$ cat config.mk
export PLATFORM = sky130hd
export DESIGN_NAME = pwm_output_stage
export DESIGN_NICKNAME = d
export VERILOG_FILES = /design/src/rtl/pwm_pkg.sv /design/src/rtl/pwm_period_counter.sv /design/src/rtl/pwm_output_stage.sv
export SDC_FILE = /design/constraint.sdc
export NUM_CORES = 1
export LEC_CHECK = 0
export ABC_AREA = 1
export CAP_MARGIN = 25
export CORE_MARGIN = 2
export CORE_UTILIZATION = 51
export CTS_BUF_LIST = sky130_fd_sc_hd__clkbuf_4 sky130_fd_sc_hd__clkbuf_8 sky130_fd_sc_hd__clkbuf_16
export CTS_CLUSTER_SIZE = 24
export DETAILED_ROUTE_END_ITERATION = 10
export PLACE_DENSITY = 0.85
export SKIP_CTS_REPAIR_TIMING = 1
export SLEW_MARGIN = 10
export SYNTH_ARGS = -nofsm -noshare
export SYNTH_HDL_FRONTEND = slang
export SYNTH_SLANG_ARGS = --single-unit
$ cat constraint.sdc
create_clock -name i_clk -period 1.85 [get_ports i_clk]
set_input_delay 0.2775 -clock i_clk [delete_from_list [all_inputs] [get_ports i_clk]]
set_output_delay 0.2775 -clock i_clk [all_outputs]
set_load 0.01 [all_outputs]
$ cat src/rtl/pwm_pkg.sv
// Shared constants and helpers for the PWM output stage.
// Optional feature macro PWM_SOFT_START_EN is consumed by pwm_output_stage.
package pwm_pkg;

  localparam int PWM_WIDTH = 9;
  localparam int PWM_TOP   = 511;

  // Limits a requested high-time to one full period (top + 1 clocks).
  function automatic logic [31:0] clamp_sample(input logic [31:0] sample,
                                               input logic [31:0] top);
    logic [31:0] limit;
    limit = top + 32'd1;
    if (sample > limit) begin
      return limit;
    end else begin
      return sample;
    end
  endfunction

endpackage

$ cat src/rtl/pwm_period_counter.sv
// Free-running 0..TOP period counter with wrap flag and period-start decode.
module pwm_period_counter #(
  parameter int TOP = 511,
  parameter int CW  = (TOP > 0) ? $clog2(TOP + 1) : 1
) (
  input  logic          i_clk,
  input  logic          i_reset,
  output logic [CW-1:0] o_count,
  output logic          o_wrap,
  output logic          o_period_start
);

  localparam logic [CW-1:0] LAST = CW'(TOP);

  logic [CW-1:0] r_count;
  logic          w_wrap;

  assign w_wrap = (r_count == LAST);

  // Period counter: counts 0..TOP and wraps back to zero.
  always_ff @(posedge i_clk) begin
    if (i_reset) begin
      r_count <= {CW{1'b0}};
    end else if (w_wrap) begin
      r_count <= {CW{1'b0}};
    end else begin
      r_count <= r_count + CW'(1);
    end
  end

  assign o_count        = r_count;
  assign o_wrap         = w_wrap;
  assign o_period_start = (r_count == {CW{1'b0}});

endmodule

$ cat src/rtl/pwm_output_stage.sv
// PWM output stage: pending/active compare registers, comparator, overrun flag.
// Optional feature: define PWM_SOFT_START_EN to limit compare changes to 1 per period.
module pwm_output_stage
  import pwm_pkg::*;
#(
  parameter int WIDTH = PWM_WIDTH,
  parameter int TOP   = PWM_TOP
) (
  input  logic             i_clk,
  input  logic             i_reset,
  input  logic [WIDTH-1:0] i_sample,
  input  logic             i_sample_valid,
  output logic             o_pwm,
  output logic             o_period_start,
  output logic [WIDTH-1:0] o_compare,
  output logic             o_overrun
);

  localparam int          CW    = (TOP > 0) ? $clog2(TOP + 1) : 1;
  localparam logic [31:0] TOP_U = 32'(TOP);

  logic [CW-1:0]    w_count;
  logic             w_wrap;
  logic             w_period_start;
  logic [WIDTH-1:0] w_clamped;
  logic [WIDTH:0]   w_cnt_ext;
  logic [WIDTH:0]   w_act_ext;
  logic             w_promote;
  logic             w_overrun_set;
  logic [WIDTH-1:0] w_active_next;
  logic [WIDTH-1:0] w_pending_next;
  logic             w_full_next;

  logic [WIDTH-1:0] r_active;
  logic [WIDTH-1:0] r_pending;
  logic             r_pending_full;
  logic             r_pwm;
  logic             r_overrun;

  pwm_period_counter #(.TOP(TOP), .CW(CW)) u_counter (
    .i_clk          (i_clk),
    .i_reset        (i_reset),
    .o_count        (w_count),
    .o_wrap         (w_wrap),
    .o_period_start (w_period_start)
  );

  assign w_clamped     = WIDTH'(clamp_sample(32'(i_sample), TOP_U));
  assign w_cnt_ext     = (WIDTH + 1)'(w_count);
  assign w_act_ext     = {1'b0, r_active};
  assign w_promote     = w_wrap & r_pending_full;
  // A write colliding with a wrap refills the slot being promoted, so it is not lost.
  assign w_overrun_set = i_sample_valid & r_pending_full & ~w_wrap;

`ifdef PWM_SOFT_START_EN
  logic [WIDTH-1:0] r_target;
  logic [WIDTH-1:0] w_target_next;

  // Active compare walks one step per wrap toward the most recent target.
  always_comb begin
    w_target_next = w_promote ? r_pending : r_target;
    w_active_next = r_active;
    if (w_wrap) begin
      if (r_active < w_target_next) begin
        w_active_next = r_active + WIDTH'(1);
      end else if (r_active > w_target_next) begin
        w_active_next = r_active - WIDTH'(1);
      end else begin
        w_active_next = r_active;
      end
    end else begin
      w_active_next = r_active;
    end
  end

  // Soft-start target register.
  always_ff @(posedge i_clk) begin
    if (i_reset) begin
      r_target <= {WIDTH{1'b0}};
    end else begin
      r_target <= w_target_next;
    end
  end
`else
  // Active compare jumps straight to the promoted value at a wrap.
  always_comb begin
    w_active_next = r_active;
    if (w_promote) begin
      w_active_next = r_pending;
    end else begin
      w_active_next = r_active;
    end
  end
`endif

  // Pending slot: a new sample always wins; promotion empties the slot otherwise.
  always_comb begin
    w_pending_next = r_pending;
    w_full_next    = r_pending_full;
    if (i_sample_valid) begin
      w_pending_next = w_clamped;
      w_full_next    = 1'b1;
    end else if (w_promote) begin
      w_pending_next = r_pending;
      w_full_next    = 1'b0;
    end else begin
      w_pending_next = r_pending;
      w_full_next    = r_pending_full;
    end
  end

  // State registers and registered PWM output.
  always_ff @(posedge i_clk) begin
    if (i_reset) begin
      r_active       <= {WIDTH{1'b0}};
      r_pending      <= {WIDTH{1'b0}};
      r_pending_full <= 1'b0;
      r_pwm          <= 1'b0;
      r_overrun      <= 1'b0;
    end else begin
      r_active       <= w_active_next;
      r_pending      <= w_pending_next;
      r_pending_full <= w_full_next;
      r_pwm          <= (w_cnt_ext < w_act_ext);
      r_overrun      <= r_overrun | w_overrun_set;
    end
  end

  assign o_pwm          = r_pwm;
  assign o_period_start = w_period_start;
  assign o_compare      = r_active;
  assign o_overrun      = r_overrun;

endmodule
# After elaboration in Yosys (flattened, before gate mapping)

Cells that the tools add are included.

Add/sub/neg operators: 1
$lt $le $gt $ge: 1
Equality and inequality tests: 1
Multiplexer cells: 2
Bitwise logic cells: 5
Reductions and logical operators: 3

Operators with widths:

| operator            | number |
|---|---|
| $add 9x1->9 const B | 1 |
| $eq 9x9->1 const B  | 1 |
| $logic_not 9->1     | 1 |
| $lt 9x9->1          | 1 |
| $and 1x1->1         | 3 |
| $mux 1              | 2 |
| $reduce_bool 2->1   | 1 |
| $reduce_or 2->1     | 1 |
| $not 1->1           | 1 |
| $or 1x1->1          | 1 |

Flip-flop bits (word level): 30
Input bits: 12

# Longest topological paths before layout

Gate-level depths: netlist (run 1).

Depth in word-level cells: 4
Mapped depth: 10
Depth with buffers taken out: 9

# Cells and area by module

Synthesis (run 1) repeated with hierarchy kept, for this count alone.

Cells, all modules: 179
Area total of the unflattened synthesis: 1391.3 sq um

Modules (own cells, without submodules):

| module             | times used | cells an instance | area each (sq um) |
|---|---|---|---|
| pwm_output_stage   | 1          | 121               | 970.9 |
| pwm_period_counter | 1          | 58                | 420.4 |

# Least setup slack after synthesis (run 1)

OpenSTA, ideal clock, no wires.

Path kind: register to register
Start point: register u_counter.r_count[0] (netlist: u_counter.o_count[0])
End point: register r_active[7] (netlist: o_compare[7])
Setup time: 0.119 ns
Arrival: 1.555 ns
Data required time: 1.731 ns
Setup slack: 0.176 ns
Cell stages (with the launch flop): 11
Path buffers: 1
Clock period less this slack: 1.674 ns
Cells stage by stage: dfxtp_1 ha_1 nand2_1 nor3_2 nand2_1 nor2_1 ha_1 nand2_2 buf_6 o21ai_0 a21oi_1

Longest elaborated chain between the ends: 2

Ends and longest elaborated chain:

| what                     | RTL line                 | RTL |
|---|---|---|
| start: declaration       | pwm_period_counter.sv:15 | `logic [CW-1:0] r_count;` |
| start signal: assignment | pwm_period_counter.sv:23 | `r_count <= {CW{1'b0}};` |
| start signal: assignment | pwm_period_counter.sv:25 | `r_count <= {CW{1'b0}};` |
| start signal: assignment | pwm_period_counter.sv:27 | `r_count <= r_count + CW'(1);` |
| $eq 9x9->1               | pwm_period_counter.sv:18 | `assign w_wrap = (r_count == LAST);` |
| $and 1x1->1              | pwm_output_stage.sv:51   | `assign w_promote = w_wrap & r_pending_full;` |
| end signal: assignment   | pwm_output_stage.sv:115  | `r_active <= {WIDTH{1'b0}};` |
| end signal: assignment   | pwm_output_stage.sv:121  | `r_active <= w_active_next;` |
| end: declaration         | pwm_output_stage.sv:34   | `logic [WIDTH-1:0] r_active;` |

Every way passes these cells.
A chain may end at the register's enable or synchronous reset.

# Final worst setup path (run 1)

Start point: register u_counter.r_count[4] (netlist: u_counter.o_count[4])
End point: register r_overrun (netlist: o_overrun)

Longest elaborated chain between the ends: 4

Ends and longest elaborated chain:

| what                   | RTL line                 | RTL |
|---|---|---|
| $eq 9x9->1             | pwm_period_counter.sv:18 |  |
| $not 1->1              | pwm_output_stage.sv:53   | `assign w_overrun_set = i_sample_valid & r_pending_full & ~w_wrap;` |
| $and 1x1->1            | pwm_output_stage.sv:53   |  |
| $or 1x1->1             | pwm_output_stage.sv:125  | `r_overrun <= r_overrun \| w_overrun_set;` |
| end signal: assignment | pwm_output_stage.sv:125  |  |
| end: declaration       | pwm_output_stage.sv:38   | `logic r_overrun;` |

Every way passes these cells.

==> impl_metrics.yaml, run 1 <==
critical_path:
  required_ns: 2.07
  startpoint_type: "register"
  worst_setup_path_end_kind: "register"
  critPathArrivalTime_ns: 1.97
  worstSetupPathType: "register to register"
  reg2reg_setup_slack_ns: 0.09
  critPathMaxFanout: 4
synthesis:
  avgSynthCellArea_um2: 7.54
  syn_inst: 178
  yosysSeqAreaShare_pct: 44.8
  syn_nets: 201
  yosysUniqueCellTypes: 19
  netlist_area_um2: 1340
  yosysWarnings: 0
  synth-seq-cells: 30
timing:
  worst_pin_slew_ns: 0.438
  setup_viol: 0
  final_hold_viol_count: 0
  final.min_clock_period_ns: 1.76
  timing.hold.ws_ns: 0.485
  fin_tns_setup_ns: 0
  fin_skew_ns: 0.0136
  fmax_mhz: 569
  fin_crit_sh_pct: 94.9
  timing.slew.headroom_pct: 70.8
  fin_ws_ns: 0.0937
  finalMaxSlewViolations: 0
grt:
  grt_pass1_wl_mm: 4.64
  grt_pass1_vias: 1080
  track_usage_pct: 19.5
  gr-total-overflow: 0
  antenna_found_initial: 0
  grt_max_degree: 19
placed_design:
  dp_cells: 230
  gp_congestion: 0.876
  place_hpwl_mm: 2.07
  dpl-instance-area_um2: 1600
  dpl_worst_slack_ns: 0.0423
  io_buffers: 23
clocking:
  cts_sinks: 30
  cts_htree_levels: 2
  clockBufferDepth: 2
  cts_tree: "done"
  clock_insertion_delay_worst_skew_ns: 0.34
  clk_pin_slew_ns: 0.09
  cts-root-buf: "clkbuf_4"
  cts_made_buffers: 5
run_status:
  status: "complete, no violations"
finish:
  regArea_um2: 611
  drive_above_1_share_pct: 12.4
  fin_cells: 239
  utilization_pct: 69.4
  final_common_cell: "nor2_1"
  final.fill_count: 207
  area_growth_syn_to_layout_pct: 28.2
  antennaDiodeCount: 0
  fin_area_um2: 1720
  finalNetCount: 231
  final_cell_mix: "39 x nor2_1, 26 x dfxtp_1, 25 x inv_1"
  multi_input_area_um2: 651
min_path:
  min_path_type: "register to register"
floorplan:
  die_y_um: 55.3
  initial_core_util_pct: 54.1
  die-area_um2: 3060
  std_cell_rows: 18
  die_w_um: 55.3
  core_um2: 2480
  io_pins: 24
routing:
  first_iter_violations: 31
  drtPass1Iterations: 5
  totalWireLength_mm: 2.92
  avgViaCountPerCell: 5.09
  drt-met1-wl_mm: 1.22
  vias: 1217
  dr_wl_met3_um: 155
  met2_length_mm: 1.49
  wl_per_cell_um: 12.2
  maxUsedRoutingLayer: "met4"
  final_antenna_net_count: 0
  drcViolationCount: 0
pwr:
  vdd_drop_max_v: 0.000740
  total_power_mw: 1.24
  power_leakage_nw: 0.760
  power-per-cell-area_nw_per_um2: 722
run:
  drv_cap: 0
-- logic make-up after synthesis --
family,Yosys count,synth area share (%)
buf+inv,30,9.14
compound gates,34,12.8
fa+ha+maj,11,10.3
simple gates,72,22.4
flops,30,44.8
xor+xnor,1,0.653
-- flip-flops by register name (all words and copies together) (netlist names) --
register / flops
o_pwm: 1
r_pending_full: 1
o_overrun: 1
o_compare: 9
u_counter.o_count: 9
r_pending: 9
-- area by class of cell --
class                      count  share of cell area [%]
clock buffer                   7                    3.42
inverter                      27                    5.90
sequential                    30                    35.5
timing repair buffer          26                    14.8
clock inverter                 1                   0.291
multi-input combinational    118                    37.8
tap                           30                    2.18
-- power by group --
| group | internal, mW | leakage [nW] | total (mW) | switching (mW) |
|---|---|---|---|---|
| registers | 0.670 | 0.247 | 0.690 | 0.0206 |
| clock network | 0.198 | 0.0387 | 0.423 | 0.224 |
| logic | 0.0653 | 0.474 | 0.128 | 0.0629 |
-- critical path: stages (launching register included) --
cell and delay, ns:
dfxtp_1 0.44, nand2_2 0.10, nor3_2 0.19, nand2_1 0.12
nor2_1 0.16, ha_2 0.23, buf_4 0.13, inv_1 0.05
a31oi_1 0.17, nor2_1 0.06
-- path summary, 6_finish.rpt --
path,start,end,cells past startpoint
setup / recovery,u_counter.o_count[4],o_overrun,9
hold / removal,u_counter.o_count[0],u_counter.o_count[0],1
setup reg to reg,u_counter.o_count[4],o_overrun,9
hold reg to reg,u_counter.o_count[0],u_counter.o_count[0],1
-- layer usage --
metal  GRT usage (%)  vias up
met5               0        -
met3            7.96        7
met4            7.32        0
met1            22.5      557
li1                -      626
met2            32.3       27
-- synthesized netlist by cell type --
cell,n,area [um2]
clkinv_1,1,3.75
inv_1,26,97.6
nand3_1,6,30.0
o21ai_0,19,95.1
buf_6,1,11.3
o21ai_1,1,5.00
buf_2,2,10.0
a21oi_1,13,65.1
dfxtp_1,30,601
nor2_1,40,150
nor4_1,1,6.26
nand3_2,1,10.0
nor3_1,2,10.0
nand2_1,19,71.3
a31oi_1,1,6.26
nand2_2,2,12.5
nor3_2,1,10.0
ha_1,11,138
xor2_1,1,8.76
Power figures use the tool's default switching activity.
==> run 2: changes to the inputs <==
==> constraint.sdc (replaced) <==
create_clock -name i_clk -period 1.85 [get_ports i_clk]
set_input_delay 0.37 -clock i_clk [delete_from_list [all_inputs] [get_ports i_clk]]
set_output_delay 0.37 -clock i_clk [all_outputs]
set_load 0.01 [all_outputs]
==> impl_metrics.yaml, run 2 (synthesis results as in run 1) <==
critical_path:
  worstSetupEndpoint: "o_period_start"
  reg2reg_setup_slack_ns: 0.16
  critPathArrivalTime_ns: 1.36
  worstSetupPathType: "register to output port"
  critPathMaxFanout: 4
  rr_worst_depth: 10
  worst_setup_path_end_kind: "output port"
  critPathLaunch: "u_counter.o_count[0]"
  startpoint_type: "register"
  required_ns: 1.48
  r2r-end: "o_overrun"
  r2r-start: "u_counter.o_count[0]"
floorplan:
  io_pins: 24
  die_y_um: 55.3
  die-area_um2: 3060
  std_cell_rows: 18
  initial_core_util_pct: 54.1
  die_w_um: 55.3
  core_um2: 2480
run_status:
  status: "complete, no violations"
pwr:
  switching_power_mw: 0.281
  power_leakage_nw: 0.757
  clkPwrFrac_pct: 31.9
  p_int_mw: 0.904
  swShare_pct: 23.7
  vdd_drop_max_v: 0.000753
  power-per-cell-area_nw_per_um2: 697
  comb_power_share_pct: 10.1
  p_seq_share_pct: 58.0
timing:
  grt_setup_unrepaired: "false"
  setup_viol: 0
  timing.slew.headroom_pct: 75.6
  fmax_mhz: 578
  fin_skew_ns: 0.00725
  fin_crit_sh_pct: 93.5
  finalMaxSlewViolations: 0
  timing.hold.ws_ns: 0.461
  final_hold_viol_count: 0
  fin_tns_setup_ns: 0
  worst_pin_slew_ns: 0.365
  final.min_clock_period_ns: 1.73
placed_design:
  place_hpwl_mm: 2.12
  io_buffers: 23
  gp_congestion: 0.904
  dp_cells: 233
routing:
  drtPass1Iterations: 6
  first_iter_violations: 28
  vias: 1215
  final_antenna_net_count: 0
  wl_per_cell_um: 11.4
  totalWireLength_mm: 2.75
  drcViolationCount: 0
  avgViaCountPerCell: 5.06
finish:
  finalNetCount: 233
  antennaDiodeCount: 0
  final_common_cell: "nor2_1"
  fin_cells: 240
  drive_above_1_share_pct: 10.5
  final_cell_mix: "39 x nor2_1, 28 x dfxtp_1, 25 x inv_1"
  area_growth_syn_to_layout_pct: 26.8
  multi_input_area_um2: 631
  regArea_um2: 608
  final.fill_count: 202
clocking:
  cts_htree_levels: 2
  cts_made_buffers: 5
  cts_tree: "done"
  cts_sinks: 30
  clock_insertion_delay_worst_skew_ns: 0.32
  cts-root-buf: "clkbuf_4"
  clk_pin_slew_ns: 0.09
  clockBufferDepth: 2
grt:
  grt_max_degree: 19
  track_usage_pct: 19.4
  grt_pass1_vias: 1141
  gr-total-overflow: 0
  grt_pass1_wl_mm: 4.62
  antenna_found_initial: 0
run:
  drv_cap: 0
min_path:
  min_path_type: "register to register"
  holdPathStages: 1
## run 2: cell types whose count changed in the layout (fill, tap and decap cells not counted), sizes merged
cell / before / now
buf: 3 / 5
clkinv: 2 / 1
## run 2: through the flow
step | utilization [%] | area [um2] | power [mW] | setup WS, ns
6_report | 68.6 | 1700 | 1.18 | 0.120
5_1_grt | 68.6 | 1700 | 1.24 | 0.00368
4_1_cts | 67.7 | 1680 | 1.20 | -0.299
3_5_place_dp | 65.6 | 1630 | 0.820 | 0.00603
3_3_place_gp | 65.6 | 1630 | 0.814 | 0.115
2_1_floorplan | - | 1340 | 0.764 | 0.176
## run 2: area by class of cell
cell class,count,share of cell area [%]
tap,30,2.21
inverter,27,5.96
multi-input combinational,118,37.1
timing repair buffer,28,15.9
clock buffer,7,3.09
sequential,30,35.8
## run 2: layer usage
metal	wire [um]	track usage, %	part of all wire [%]	vias to the layer above
met4	52	8.71	1.9	0
met1	1240	21.8	45	549
met2	1350	33.0	49	25
li1	-	-	-	635
met3	104	6.56	3.8	6
met5	0	0	0	-
## run 2: power by group through the flow
stage               sequential (mW)  clock [mW]  combinational, mW
CTS                           0.686       0.391              0.121
global route                  0.689       0.414              0.139
global placement              0.699           0              0.115
detailed placement            0.701           0              0.120
floorplan                     0.698           0             0.0657
finish                        0.687       0.378              0.120
## run 2: worst min path at each step
stage | endpoint | slack, ns | from
6_report | u_counter.o_count[0] | 0.46 | u_counter.o_count[0]
4_1_cts | o_compare[6] | 0.49 | o_compare[6]
3_5_place_dp | o_overrun | 0.47 | o_overrun
3_3_place_gp | u_counter.o_count[0] | 0.45 | u_counter.o_count[0]
2_1_floorplan | r_pending_full | 0.44 | i_reset
5_1_grt | u_counter.o_count[0] | 0.46 | u_counter.o_count[0]
## run 2: critical path, stage by stage, from the launching register on
cell and delay [ns]:
dfxtp_4 0.37, inv_1 0.07, ha_1 0.17, nand3_1 0.08
nor4_1 0.16, dlymetal6s2s_1 0.19
